$ cat config.mk
export PLATFORM = sky130hd
export DESIGN_NAME = usart_tx
export DESIGN_NICKNAME = d
export VERILOG_FILES = /design/src/rtl/usart_tx.sv
export SDC_FILE = /design/constraint.sdc
export NUM_CORES = 1
export LEC_CHECK = 0
export CAP_MARGIN = 0
export CORE_ASPECT_RATIO = 1.4
export CORE_MARGIN = 8
export CORE_UTILIZATION = 55
export DETAILED_ROUTE_END_ITERATION = 8
export GPL_TIMING_DRIVEN = 0
export PLACE_DENSITY = 0.78
export SYNTH_ARGS = -nofsm -noshare
export SYNTH_HDL_FRONTEND = slang
export SYNTH_SLANG_ARGS = --single-unit
$ cat constraint.sdc
create_clock -name clk_i -period 2.5 [get_ports clk_i]
set_input_delay 0.375 -clock clk_i [delete_from_list [all_inputs] [get_ports clk_i]]
set_output_delay 0.375 -clock clk_i [all_outputs]
set_load 0.005 [all_outputs]
$ cat src/rtl/usart_tx.sv
// Asynchronous-serial transmitter: start bit, LSB-first data, optional parity, 1 or 2 stop bits.
// Every bit is held for BAUD_DIV clocks; a word is taken on a valid/ready handshake in IDLE.
module usart_tx #(
    parameter int DATA_WIDTH = 8,
    parameter int BAUD_DIV   = 868,
    parameter int PARITY_EN  = 0,
    parameter int PARITY_ODD = 0,
    parameter int STOP_BITS  = 1
) (
    input  logic                  clk_i,
    input  logic                  s_rst_n_i,
    input  logic [DATA_WIDTH-1:0] s_data_i,
    input  logic                  s_valid_i,
    output logic                  s_ready_o,
    output logic                  tx_o,
    output logic                  busy_o,
    output logic                  done_o
);

    localparam int BAUD_W = $clog2(BAUD_DIV);
    localparam int BIT_W  = $clog2(DATA_WIDTH);
    localparam logic [BAUD_W-1:0] BAUD_LAST = BAUD_W'(BAUD_DIV - 1);
    localparam logic [BIT_W-1:0]  BIT_LAST  = BIT_W'(DATA_WIDTH - 1);
    localparam logic              STOP_LAST = (STOP_BITS == 2) ? 1'b1 : 1'b0;

    typedef enum logic [2:0] {
        IDLE,
        START,
        DATA,
        PARITY,
        STOP
    } state_e;

    state_e                state_q;
    logic [BAUD_W-1:0]     baud_q;
    logic [BIT_W-1:0]      bit_q;
    logic [DATA_WIDTH-1:0] shift_q;
    logic                  parity_q;
    logic                  stop_q;
    logic                  tx_q;
    logic                  done_q;
    logic                  baud_end;
    logic                  accept;

    function automatic logic frame_parity(input logic [DATA_WIDTH-1:0] d);
        return (^d) ^ (PARITY_ODD != 0);
    endfunction

    assign baud_end  = (baud_q == BAUD_LAST);
    assign s_ready_o = (state_q == IDLE) && s_rst_n_i;
    assign accept    = s_valid_i && s_ready_o;
    assign busy_o    = (state_q != IDLE);
    assign tx_o      = tx_q;
    assign done_o    = done_q;

    always_ff @(posedge clk_i) begin
        if (!s_rst_n_i) begin
            state_q  <= IDLE;
            baud_q   <= '0;
            bit_q    <= '0;
            shift_q  <= '0;
            parity_q <= 1'b0;
            stop_q   <= 1'b0;
            tx_q     <= 1'b1;
            done_q   <= 1'b0;
        end else begin
            done_q <= 1'b0;
            // The baud counter only runs inside a frame; it wraps to 0 on the last clock of a bit.
            if (state_q != IDLE) begin
                baud_q <= baud_end ? '0 : baud_q + 1'b1;
            end
            case (state_q)
                IDLE: begin
                    if (accept) begin
                        shift_q  <= s_data_i;
                        parity_q <= frame_parity(s_data_i);
                        baud_q   <= '0;
                        bit_q    <= '0;
                        stop_q   <= 1'b0;
                        tx_q     <= 1'b0;
                        state_q  <= START;
                    end
                end
                START: begin
                    if (baud_end) begin
                        tx_q    <= shift_q[0];
                        shift_q <= shift_q >> 1;
                        state_q <= DATA;
                    end
                end
                DATA: begin
                    if (baud_end) begin
                        if (bit_q == BIT_LAST) begin
                            if (PARITY_EN != 0) begin
                                tx_q    <= parity_q;
                                state_q <= PARITY;
                            end else begin
                                tx_q    <= 1'b1;
                                state_q <= STOP;
                            end
                        end else begin
                            bit_q   <= bit_q + 1'b1;
                            tx_q    <= shift_q[0];
                            shift_q <= shift_q >> 1;
                        end
                    end
                end
                PARITY: begin
                    if (baud_end) begin
                        tx_q    <= 1'b1;
                        state_q <= STOP;
                    end
                end
                STOP: begin
                    if (baud_end) begin
                        if (stop_q == STOP_LAST) begin
                            state_q <= IDLE;
                            done_q  <= 1'b1;
                        end else begin
                            stop_q <= 1'b1;
                        end
                    end
                end
                default: begin
                    tx_q    <= 1'b1;
                    state_q <= IDLE;
                end
            endcase
        end
    end

endmodule

==> results by group <==
Logic synthesis
  – Seq/Total Area, Yosys: 35.6%
  – Count of unique library cells instantiated by Yosys: 39
  – Top cell type's share of synthesized area: 35.6%
  – Post-synth EDFFs: 0
  – Area contributors post-synth: dfxtp_1 (36%), mux2i_1 (9.6%), nand2_1 (6.7%), nor3b_1 (4.6%), o21ai_0 (4.1%)
  – Flops & latches, synth: 26
  – Synthesized cell area: 0.00146 sq mm
  – Cell taking the most area after synthesis: dfxtp_1
  – Yosys warns: 0
  – Post-Syn Area per Cell: 8.39 sq um
  – Syn Inst Count: 174
  – Top_reg_cell synth: dfxtp_1
  – Post-Syn Nets: 188
  – Synth async-reset ratio: 0%
  – Top cells by count, synth: dfxtp_1 (26), nand2_1 (26), mux2i_1 (14)

Die
  – Initial Util: 56.4%
  – I/O pins: 15
  – Cell row count: 22
  – Die width: 59.5 microns
  – Die Y: 77.0 microns
  – Die area: 0.00458 sq mm
  – Core Region: 0.00259 sq mm

Final layout
  – ANT cells: 0
  – Area grow syn2layout: 16.7%
  – Proportion of layout cells with a drive suffix above 1: 6.77%
  – Nets: 207

Critical path
  – Crit path max fanout: 10
  – CP required: 2120 ps
  – Critical path launch point type: flop
  – CP bufs+invs: 3
  – Crit Path Class: reg2out
  – CP peak stage delay: 530 ps
  – CP Data Arrival Time: 2080 ps
  – Worst setup EP type: output port
  – Crit path cell chain: buf_2, nor3_1, inv_1, clkdlybuf4s50_1
  – Crit path max-delay family: buffers and inverters
  – Slowest CP cell: nor3_1

Detailed routing
  – DRT Wirelength: 3290 microns
  – Vias per cell: 5.83
  – DRC Markers: 0
  – 1st-iter DRT viols: 56
  – ANT nets after route: 0
  – Vias: 1329
  – 1st-pass router iterations: 4
  – Routed wire per std cell: 14.4 microns

Clock network
  – Post-CTS Hold Fix Bufs: 0
  – CTS sink count: 26
  – CTS buffer count: 3
  – Root buf cell: clkbuf_4
  – Longest Clk Path Bufs: 2
  – CTS tree: built
  – Clock Latency Late Sink: 340 ps
  – CTS H-tree lvls: 1
  – Clock-pin slew of the registers on the worst-case setup and hold paths: 150 ps

Pwr
  – Leakage: 0.606 nW
  – Pwr Density: 514 mW/mm^2
  – VDD IR max: 0.425 mV

GRT
  – First-pass GRT wire length: 5630 microns
  – Antenna violations before repair: 0
  – Vias in the first global route: 1335
  – GRT Total Usage: 15.1%
  – Total grt overflow: 0
  – Largest net degree at the start of global routing: 16

Timing
  – Final hold viol count: 0
  – Slew at the pin closest to its max-slew limit: 672 ps
  – Final setup fails: 0
  – RSZ-0062 raised after global routing: no
  – Crit path time final: 2460 ps
  – Slew Viols, Final: 0
  – Final Skew: 13.1 ps
  – Crit share post-route: 98.3%
  – Setup TNS: 0 ps
  – Slew headroom: 55.2%
  – Hold Slack: 472 ps
  – Achievable Freq: 407 MHz

Placement
  – I/O Buffers: 14
  – Hpwl dp: 2480 microns
  – GPL Wtd Cong: 0.865

Status
  – Outcome: complete, no violations

Flow run
  – Max-Cap Viols: 0

Worst hold path
  – Hold crit path type: reg2reg
## per-stage QoR
step	worst slack [ps]	power (W)	std cells	utilization, %	cell area [sq um]
2_1_floorplan	726	0.000537	174	-	1460
6_report	43.1	0.000875	228	65.9	1700
4_1_cts	40.9	0.000878	228	65.6	1700
5_1_grt	1.31	0.000905	228	65.9	1700
3_3_place_gp	76.6	0.000580	224	63.6	1650
3_5_place_dp	26.1	0.000585	224	63.6	1650
## worst register-to-register path: stages (launching register included)
cell and delay [ps]:
dfxtp_1 410, ha_1 250, nor4b_4 420, nand3_4 200
a221o_1 380, buf_6 160, mux2i_1 120
## layer usage
metal / vias to the layer above / global-route usage [%] / share of wire (%)
li1: 661 / - / -
met1: 631 / 15.3 / 41
met2: 30 / 29.1 / 55
met3: 7 / 1.67 / 2.5
met4: 0 / 5.76 / 1.9
met5: - / 0 / 0
## registers in the layout, indices dropped and copies added (netlist names)
register,flops
baud_q,10
bit_q,3
tx_o,1
shift_q,8
done_o,1
state_q,3
## layout by cell type, fill, tap and decap left out, types with 3 or more instances in the layout
master | Yosys | layout
ha_1 | 3 | 3
nor2_1 | 9 | 9
o311ai_0 | 3 | 3
o21ai_0 | 12 | 12
o21a_1 | 7 | 7
a21oi_1 | 7 | 7
inv_1 | 5 | 5
nand3_1 | 10 | 10
nand2_1 | 26 | 26
mux2i_1 | 14 | 14
or3_1 | 4 | 4
dfxtp_1 | 26 | 26
nor3b_1 | 9 | 9
clkbuf_1 | 8 | 8
clkdlybuf4s50_1 | 0 | 14
clkbuf_4 | 0 | 3
## power breakdown
| part | total, W | switching [W] | internal [W] |
|---|---|---|---|
| clock network | 0.000298 | 0.000136 | 0.000162 |
| registers | 0.000441 | 0.00000911 | 0.000432 |
| logic | 0.000136 | 0.0000665 | 0.0000699 |
## path summary, 6_finish.rpt
path / from / to / slack [ps] / depth (start not counted)
worst max-delay path: state_q[0] / busy_o / 40 / 4
worst min-delay path: shift_q[7] / shift_q[7] / 470 / 2
worst max register to register: baud_q[0] / shift_q[5] / 460 / 6
worst min register to register: shift_q[7] / shift_q[7] / 470 / 2
## cell families after synthesis
family,share of synthesized area (%)
adder cells (fa/ha/maj),2.57
AO/OA/AOI/OAI,18.3
AND/OR/NAND/NOR,28.3
buffers and inverters,4.46
XOR/XNOR,1.20
multiplexers,9.60
flip-flops,35.6
## final cells by class
type / count / area [sq um]
Multi-Input combinational cell: 133 / 881
Fill cell: 233 / 883
Tap cell: 36 / 45.0
Buffer: 10 / 46.3
Clock inverter: 1 / 30.0
Inverter: 5 / 18.8
Clock buffer: 3 / 22.5
Timing Repair Buffer: 14 / 140
Sequential cell: 26 / 520
## timing repair
item                                   CTS  global route
setup endpoints to repair                0             1
setup buffers                            0             0
endpoints found under the hold margin    0             0
resized for setup                        0             1
Power figures use the tool's default switching activity.
